===== src/rtl/lea_pkg.sv =====
// Shared constants and types for the LEA round sequencing blocks.
// Key-mode codes, default round counts and the round FSM encoding.
package lea_pkg;

    localparam logic [1:0] KM_128 = 2'b00;
    localparam logic [1:0] KM_192 = 2'b01;
    localparam logic [1:0] KM_256 = 2'b10;
    localparam logic [1:0] KM_ILL = 2'b11;

    localparam int NR_128_DEF = 24;
    localparam int NR_192_DEF = 28;
    localparam int NR_256_DEF = 32;

    typedef enum logic [1:0] {
        IDLE = 2'b00,
        RUN  = 2'b01,
        DONE = 2'b10
    } state_e;

endpackage


===== src/rtl/lea_nr_decode.sv =====
// Key-mode to round-count decoder, shared with the key-schedule block.
// Purely combinational; flags the reserved mode code as illegal.
module lea_nr_decode
    import lea_pkg::*;
#(
    parameter int CNT_W  = 16,
    parameter int NR_128 = NR_128_DEF,
    parameter int NR_192 = NR_192_DEF,
    parameter int NR_256 = NR_256_DEF
) (
    input  logic [1:0]       key_mode,
    output logic [CNT_W-1:0] nr,
    output logic             ill
);

    // Map the mode code onto its round count
    always_comb begin
        nr  = '0;
        ill = 1'b0;
        unique case (key_mode)
            KM_128:  nr = CNT_W'(NR_128);
            KM_192:  nr = CNT_W'(NR_192);
            KM_256:  nr = CNT_W'(NR_256);
            default: ill = 1'b1;
        endcase
    end

endmodule


===== src/rtl/lea_round_counter.sv =====
// Start/busy/done round sequencer driving the LEA round core.
// Define LEA_BLK_CNT_EN to add the blk_cnt CTR-mode block counter.
module lea_round_counter
    import lea_pkg::*;
#(
    parameter int CNT_W  = 16,
    parameter int NR_128 = NR_128_DEF,
    parameter int NR_192 = NR_192_DEF,
    parameter int NR_256 = NR_256_DEF
) (
    input  logic             clk,
    input  logic             rst,
    input  logic             start,
    input  logic [1:0]       key_mode,
    input  logic             dir,
    input  logic             stall,
    output logic [CNT_W-1:0] count,
    output logic             busy,
    output logic             last_round,
    output logic             done,
    output logic             err
`ifdef LEA_BLK_CNT_EN
    ,
    output logic [CNT_W-1:0] blk_cnt
`endif
);

    localparam logic [CNT_W-1:0] ONE = CNT_W'(1);

    if (CNT_W < 6) begin : g_cnt_w_chk
        $error("lea_round_counter: CNT_W must be >= 6");
    end

    state_e           state_q, state_d;
    logic [CNT_W-1:0] count_q, count_d;
    logic [1:0]       mode_q, mode_d;
    logic             dir_q, dir_d;
    logic             busy_q, busy_d;
    logic             done_q, done_d;
    logic             err_q, err_d;

    logic [1:0]       dec_mode;
    logic [CNT_W-1:0] nr;
    logic             ill;
    logic [CNT_W-1:0] term;
    logic             at_term;

    // While idle decode the requested mode; afterwards the latched one
    assign dec_mode = (state_q == IDLE) ? key_mode : mode_q;

    lea_nr_decode #(
        .CNT_W  (CNT_W),
        .NR_128 (NR_128),
        .NR_192 (NR_192),
        .NR_256 (NR_256)
    ) u_nr_decode (
        .key_mode (dec_mode),
        .nr       (nr),
        .ill      (ill)
    );

    // Terminal index depends on the latched direction
    always_comb begin
        term    = dir_q ? '0 : (nr - ONE);
        at_term = (count_q == term);
    end

    // Next-state and registered-output logic of the round FSM
    always_comb begin
        state_d = state_q;
        count_d = count_q;
        mode_d  = mode_q;
        dir_d   = dir_q;
        busy_d  = busy_q;
        done_d  = done_q;
        err_d   = err_q;
        unique case (state_q)
            IDLE: begin
                if (start) begin
                    if (ill) begin
                        err_d = 1'b1;
                    end else begin
                        mode_d  = key_mode;
                        dir_d   = dir;
                        count_d = dir ? (nr - ONE) : '0;
                        err_d   = 1'b0;
                        busy_d  = 1'b1;
                        state_d = RUN;
                    end
                end
            end
            RUN: begin
                if (!stall) begin
                    if (at_term) begin
                        busy_d  = 1'b0;
                        done_d  = 1'b1;
                        state_d = DONE;
                    end else if (dir_q) begin
                        count_d = count_q - ONE;
                    end else begin
                        count_d = count_q + ONE;
                    end
                end
            end
            DONE: begin
                done_d  = 1'b0;
                state_d = IDLE;
            end
            default: begin
                busy_d  = 1'b0;
                done_d  = 1'b0;
                state_d = IDLE;
            end
        endcase
    end

    // State registers with synchronous reset
    always_ff @(posedge clk) begin
        if (rst) begin
            state_q <= IDLE;
            count_q <= '0;
            mode_q  <= KM_128;
            dir_q   <= 1'b0;
            busy_q  <= 1'b0;
            done_q  <= 1'b0;
            err_q   <= 1'b0;
        end else begin
            state_q <= state_d;
            count_q <= count_d;
            mode_q  <= mode_d;
            dir_q   <= dir_d;
            busy_q  <= busy_d;
            done_q  <= done_d;
            err_q   <= err_d;
        end
    end

    assign count      = count_q;
    assign busy       = busy_q;
    assign done       = done_q;
    assign err        = err_q;
    assign last_round = (state_q == RUN) && at_term;

`ifdef LEA_BLK_CNT_EN
    logic [CNT_W-1:0] blk_q, blk_d;

    // Block counter steps once per completed operation, wrapping freely
    always_comb begin
        blk_d = blk_q;
        if (state_q == DONE) begin
            blk_d = blk_q + ONE;
        end
    end

    // Block counter register
    always_ff @(posedge clk) begin
        if (rst) begin
            blk_q <= '0;
        end else begin
            blk_q <= blk_d;
        end
    end

    assign blk_cnt = blk_q;
`endif

endmodule


===== config.mk =====
export PLATFORM = sky130hd
export DESIGN_NAME = lea_round_counter
export DESIGN_NICKNAME = d
export VERILOG_FILES = /design/src/rtl/lea_pkg.sv /design/src/rtl/lea_nr_decode.sv /design/src/rtl/lea_round_counter.sv
export SDC_FILE = /design/constraint.sdc
export NUM_CORES = 1
export LEC_CHECK = 0
export CAP_MARGIN = 20
export CORE_ASPECT_RATIO = 1.25
export CORE_MARGIN = 2
export CORE_UTILIZATION = 54
export CTS_CLUSTER_DIAMETER = 200
export DETAILED_ROUTE_END_ITERATION = 6
export PLACE_DENSITY = 0.89
export SYNTH_ARGS = -nofsm -noshare
export SYNTH_HDL_FRONTEND = slang
export SYNTH_SLANG_ARGS = --single-unit

===== constraint.sdc =====
create_clock -name clk -period 2.7 [get_ports clk]
set_input_delay 0.27 -clock clk [delete_from_list [all_inputs] [get_ports clk]]
set_output_delay 0.27 -clock clk [all_outputs]
set_load 0.02 [all_outputs]

**Word level (Yosys, flattened, before mapping)**

Index checks and enable logic that the tools add are counted.

- Logic and storage cells: 57
- Flip-flop bits (word level): 24
- Bits of input ports: 7
- Output and inout bits: 20

- Reduce and logical (&&, ||, !) cells: 11
- Bitwise operators: 2
- Muxes and demuxes: 24
- Add/subtract/negate cells: 3
- Equality and inequality tests: 10

Operators by type and width:

| kind | count |
|---|---|
| two-way mux 16 bit | 7 |
| case mux 16 bit (2 select lines) | 1 |
| subtractor 16 x 1 -> 16 bit, second input constant | 2 |
| case mux 6 bit (3 select lines) | 1 |
| adder 16 x 1 -> 16 bit, second input constant | 1 |
| equality test 16 bit | 1 |
| two-way mux 2 bit | 5 |
| != test 2 bit, second input constant | 5 |
| AND reduction 5 bit | 2 |
| two-way mux 1 bit | 7 |
| AND reduction 3 bit | 2 |
| equality test 2 x 1 -> 1 bit, second input constant | 2 |
| equality test 2 bit, second input constant | 2 |
| logical NOT 2 bit | 2 |
| case mux 2 bit (2 select lines) | 1 |
| AND reduction 4 bit | 1 |
| case mux 1 bit (3 select lines) | 1 |
| OR reduction 3 bit | 1 |
| NOT 1 bit | 2 |
| case mux 1 bit (2 select lines) | 1 |
| AND reduction 2 bit | 1 |
| nonzero test 2 bit | 1 |
| logical AND 1 bit | 1 |

**Depth between registers and ports, before layout**

- Word-level depth: 10
- Mapped depth: 10
- Mapped depth without buffers: 10

**Cells and area by module**

Synthesis repeated with hierarchy kept, for this count alone.

- Cells, all modules: 366
- Area, all modules: 2841.5 um^2

By module, submodules not included:

| module | instances | seq. area each (um^2) | area an instance (um^2) | cells each |
|---|---|---|---|---|
| lea_round_counter | 1 | 480.5 | 2713.9 | 348 |
| lea_nr_decode | 1 | 0.0 | 127.6 | 18 |

**Worst setup path before layout**

OpenSTA, ideal clock, no wires.

- Path type: register to register
- From: reg dir_q
- To: reg count_q[12], in the netlist count[12]
- Slack: 0.293 ns
- Buffers on the path: 0
- Data arrival time: 2.280 ns
- Required time: 2.572 ns
- Clock period less this slack: 2.407 ns
- Stages on the path, launching flop included: 11
- Setup time: 0.128 ns
- Path through: dfxtp_1 > inv_1 > fa_1 > nor2b_1 > o31ai_1 > a21oi_1 > a41oi_1 > a211o_1 > xnor2_1 > a22oi_1 > nor2_1

- Word-level cells in the longest chain between the ends: 4
- Elaborated cells between the ends (all ways): 8
- Classes of those cells: eq/ne (2); mux (5); reduce/logical (1)

RTL lines:

| what | RTL line | source |
|---|---|---|
| start: declaration | lea_round_counter.sv:37 | `logic dir_q, dir_d;` |
| start signal: assignment | lea_round_counter.sv:131 | `dir_q <= dir_d;` |
| two-way mux 16 bit (on tied branches) | lea_round_counter.sv:64, lea_round_counter.sv:98 |  |
| equality test 16 bit / two-way mux 16 bit (equally long branches) | lea_round_counter.sv:65, lea_round_counter.sv:94 |  |
| != test 2 bit (no source line) / two-way mux 16 bit (equally long branches) | -- |  |
| AND reduction 5 bit (no source line) / case mux 16 bit (2 select lines) (equally long branches) | -- |  |
| end signal: assignment | lea_round_counter.sv:129 | `count_q <= count_d;` |
| end: declaration | lea_round_counter.sv:35 | `logic [CNT_W-1:0] count_q, count_d;` |

Several ways; a longest one is shown, not always the timed one. The select of a mux whose other input is x is not followed.
A chain may end at the register's enable or synchronous reset.

**Worst setup path in the final report**

- From: in key_mode[1]
- To: reg count_q[6], in the netlist count[6]

- Word-level cells in the longest chain between the ends: 8
- Elaborated cells between the ends (all ways): 16
- Classes of those cells: add/sub (1); eq/ne (5); mux (7); reduce/logical (3)

RTL lines:

| what | RTL line | source |
|---|---|---|
| start: declaration | lea_round_counter.sv:14 | `input logic [1:0] key_mode,` |
| two-way mux 2 bit (*) | lea_round_counter.sv:49 | `assign dec_mode = (state_q == IDLE) ? key_mode : mode_q;` |
| equality test 2 bit (tied with other cells) | lea_nr_decode.sv:20 | `unique case (key_mode)` |
| case mux 6 bit (3 select lines) | lea_nr_decode.sv:20 |  |
| subtractor 16 x 1 -> 16 bit | lea_round_counter.sv:64, lea_round_counter.sv:85 |  |
| two-way mux 16 bit (on tied branches) | lea_round_counter.sv:64, lea_round_counter.sv:85 |  |
| equality test 16 bit / two-way mux 16 bit (equally long branches) | lea_round_counter.sv:65, lea_round_counter.sv:80 |  |
| != test 2 bit (no source line) / two-way mux 16 bit (equally long branches) | -- |  |
| AND reduction 5 bit (no source line) / case mux 16 bit (2 select lines) (equally long branches) | -- |  |

Mark *: on every way between the ends. The rest lies on a longest branch, timed or not. The select of a mux whose other input is x is not followed.

==> flow_summary_export.csv <==
group,metric,value,unit
run_status,status,"finished, final reports clean",
drt,dr.pass1.iters,4,
timing,finalHoldViolCount,0,
placement,dpl_cell_area,0.002216,mm2
clocking,clock_path_buffers,2,
floorplan,die_w,56.34,um
clocking,cts_buffers,3,
power,total_leakage_power,0.8925,nW
floorplan,die_area,0.003911,mm2
timing,clock_skew,0.003969,ns
synth,async_flop_share,0,%
synth,yosysUniqueCellTypes,56,
drt,drc,0,
synth,synth_area_per_cell,8.111,um2
worst_setup_path,crit_required,2.86,ns
power,power_density,414.7,mW/mm2
timing,worst_pin_slew,0.5540,ns
worst_setup_path,r2r_start,"dir_q$_SDFFE_PP0P_",
timing,hold_ws,0.4917,ns
global_routing,gr-total-overflow,0,
placement,post-place-cells,299,
clocking,clkTransAtPathRegs,0.09,ns
drt,vias_per_cell,6.093,
timing,slew_viol_final,0,
final_layout,layout-drive-gt1-share,13.58,%
worst_setup_path,crit_top_cell,"buf_4",
final_layout,finalNetCount,289,
worst_setup_path,crit_family,"compound AO/OA/AOI/OAI gates",
clocking,cts_sinks,24,
clocking,worst_skew_pair.late_latency,0.27,ns
worst_setup_path,r2r_cells,10,
synth,synth_edf_count,0,
synth,yosysWarningCount,0,
worst_setup_path,r2r_end,"count[12]$_SDFFE_PP0P_",
job,maxCapViolations,0,
final_layout,syn_to_final_growth,21.92,%
synth,yosysSeqAreaShare,25.98,%
final_layout,fin_util,69.33,%
worst_setup_path,cp_slowest_stage_delay,0.52,ns
power,power,0.9351,mW
floorplan,io-pin-count,27,
timing,rsz0062_at_grt,"false",
worst_setup_path,reg2reg_slack,0.25,ns
floorplan,chipHeight,69.43,um
global_routing,antenna_found_initial,0,
global_routing,grt_max_degree,26,
power,ir_drop,0.3454,mV
drt,wl_per_cell,14.84,um
worst_setup_path,arrival,2.63,ns
synth,syn_area,0.001849,mm2
drt,dr_total_vias,1840,
synth,syn_inst,228,
placement,port_buffers,26,
final_layout,instances_no_fill,302,
timing,min_period,2.475,ns
synth,synth-seq-cells,24,
drt,drtAntennaViolNets,0,
worst_setup_path,endpoint_kind,"register",
worst_setup_path,crit_path_start_kind,"input port",
worst_setup_path,criticalPathCategory,"in2reg",
clocking,ctsRootBufferMaster,"clkbuf_8",
floorplan,core,0.003252,mm2
timing,relSlewSlack,63.07,%
floorplan,row_count,23,
placement,place_congestion,0.8983,
worst_setup_path,crit_buf_inv,3,
final_layout,final_cell_area,0.002255,mm2
timing,fmax,404.0,MHz
drt,drtIter0Drc,71,
global_routing,grt_pass1_wl,7.783,mm
global_routing,grt.total_usage,24.03,%
floorplan,start_util,56.87,%
synth,synth_flop_cell,"dfxtp_1",
final_layout,antennaDiodeCount,0,
min_path,hp-start,"busy$_SDFFE_PP0P_",
min_path,holdPathStages,2,
timing,min_period_over_period,91.67,%
drt,wl,4.482,mm
worst_setup_path,crit_fanout,8,
placement,dp_hpwl,3.335,mm
min_path,holdPathEnd,"busy$_SDFFE_PP0P_",
synth,synth_fp_nets,250,
final_layout,fillers,264,
clocking,cts_hold_buf,0,
clocking,htree_num_levels,1,
worst_setup_path,slowest_stage,"or4b_1",
timing,setup_viol,0,
worst_setup_path,crit_chain,"clkdlybuf4s50_1, or4b_1, o21ai_1, a311oi_1, a2111oi_4, buf_4, a21o_1, buf_4, nor3_1, a21oi_1, nor2_1",
clocking,cts_tree,"done",
global_routing,grt_pass1_vias,1777,
min_path,hp-class,"reg2reg",
clocking,cts_setup_buffers,0,
## report_power, final
group          internal, mW  leakage, nW  switching, mW
clock                 0.100       0.0216          0.122
combinational         0.139        0.675          0.176
sequential            0.373        0.196         0.0241
## per-stage QoR
step / setup WS, ns / setup TNS [ns]
after floorplan: 0.2926 / 0
after global placement: -0.1344 / -0.1344
after detailed placement: -0.1773 / -0.2845
after CTS: 0.08269 / 0
after global routing: 0.02272 / 0
final: 0.2249 / 0
## state kept, by name, indices dropped and copies added, names as in the netlist
register / cells
busy: 1
err: 1
mode_q: 2
done: 1
state_q: 2
count: 16
dir_q: 1
## cells by family (layout without fill, tap and decap cells)
family / count (synthesis) / in the layout / share of synthesized area [%]
adder cells (fa/ha/maj): 15 / 15 / 10.55
XOR/XNOR: 12 / 12 / 5.683
buffers and inverters: 16 / 53 / 4.871
multiplexers: 4 / 4 / 2.233
AND/OR/NAND/NOR: 92 / 92 / 26.52
flip-flops: 24 / 24 / 25.98
AO/OA/AOI/OAI: 65 / 65 / 24.15
## tightest hold or removal path, cell delays in order (launching register included)
cell	delay, ns
dfxtp_1	0.31
o21ai_0	0.07
a21oi_1	0.06
## cells in the mapped netlist (3+ instances only)
cell / number / area [um2]
dfxtp_1: 24 / 480.5
clkbuf_1: 4 / 15.01
o21a_1: 4 / 30.03
a21oi_1: 21 / 105.1
nand3_1: 7 / 35.03
a22oi_1: 3 / 22.52
nand2b_1: 4 / 25.02
o21ai_1: 3 / 15.01
nor4_1: 4 / 25.02
ha_1: 14 / 175.2
buf_6: 4 / 45.04
xnor2_1: 4 / 35.03
nand2_1: 15 / 56.30
nor3_1: 13 / 65.06
nor2b_1: 4 / 25.02
nor2_1: 25 / 93.84
xor2_1: 8 / 70.07
inv_1: 8 / 30.03
o21ai_0: 10 / 50.05
mux2i_1: 3 / 30.03
nor3_2: 3 / 30.03
## final cells by class
cell class / count / area (um2) / area share, %
Multi-Input combinational cell: 188 / 1279 / 56.71
Sequential cell: 24 / 483.0 / 21.42
Timing Repair Buffer: 42 / 375.4 / 16.65
Tap cell: 37 / 46.29 / 2.053
Clock buffer: 3 / 41.29 / 1.831
Inverter: 8 / 30.03 / 1.332
## routing by layer
layer  GRT usage, %  routed length, um  up-vias  share of wire, %
met4          8.201                 84        0               1.9
met2          42.35               2268       49                51
met3          3.172                172       11               3.8
met5              0                  0        -                 0
li1               -                  -      916                 -
met1          29.63               1958      864                44
## timing repair
item                                    CTS  global route
endpoints found under the setup margin    1             4
cloned                                    0             0
resized for setup                         1             4
## worst max path at each step
stage	slack, ns	from	cells after the start	end
global placement	-0.13	key_mode[1]	7	last_round
finish	0.22	key_mode[1]	11	count[6]$_SDFFE_PP0P_
CTS	0.08	key_mode[1]	7	last_round
floorplan	0.29	dir_q$_SDFFE_PP0P_	10	count[12]$_SDFFE_PP0P_
global route	0.02	key_mode[0]	11	count[0]$_SDFFE_PP0P_
detailed placement	-0.18	key_mode[1]	7	last_round
## placed cells by master (no fill, tap or decap), types with 4 or more instances in the layout
| master | count |
|---|---|
| buf_4 | 16 |
| xnor2_1 | 4 |
| dfxtp_1 | 22 |
| nand2b_1 | 4 |
| o21a_1 | 4 |
| nor2b_1 | 4 |
| nor2_1 | 25 |
| xor2_1 | 8 |
| ha_1 | 14 |
| nand3_1 | 7 |
| clkdlybuf4s50_1 | 25 |
| nor3_1 | 13 |
| nor4_1 | 4 |
| a21oi_1 | 21 |
| nand2_1 | 15 |
| o21ai_0 | 10 |
| inv_1 | 8 |
No activity file was read; power rests on OpenSTA's default activity.
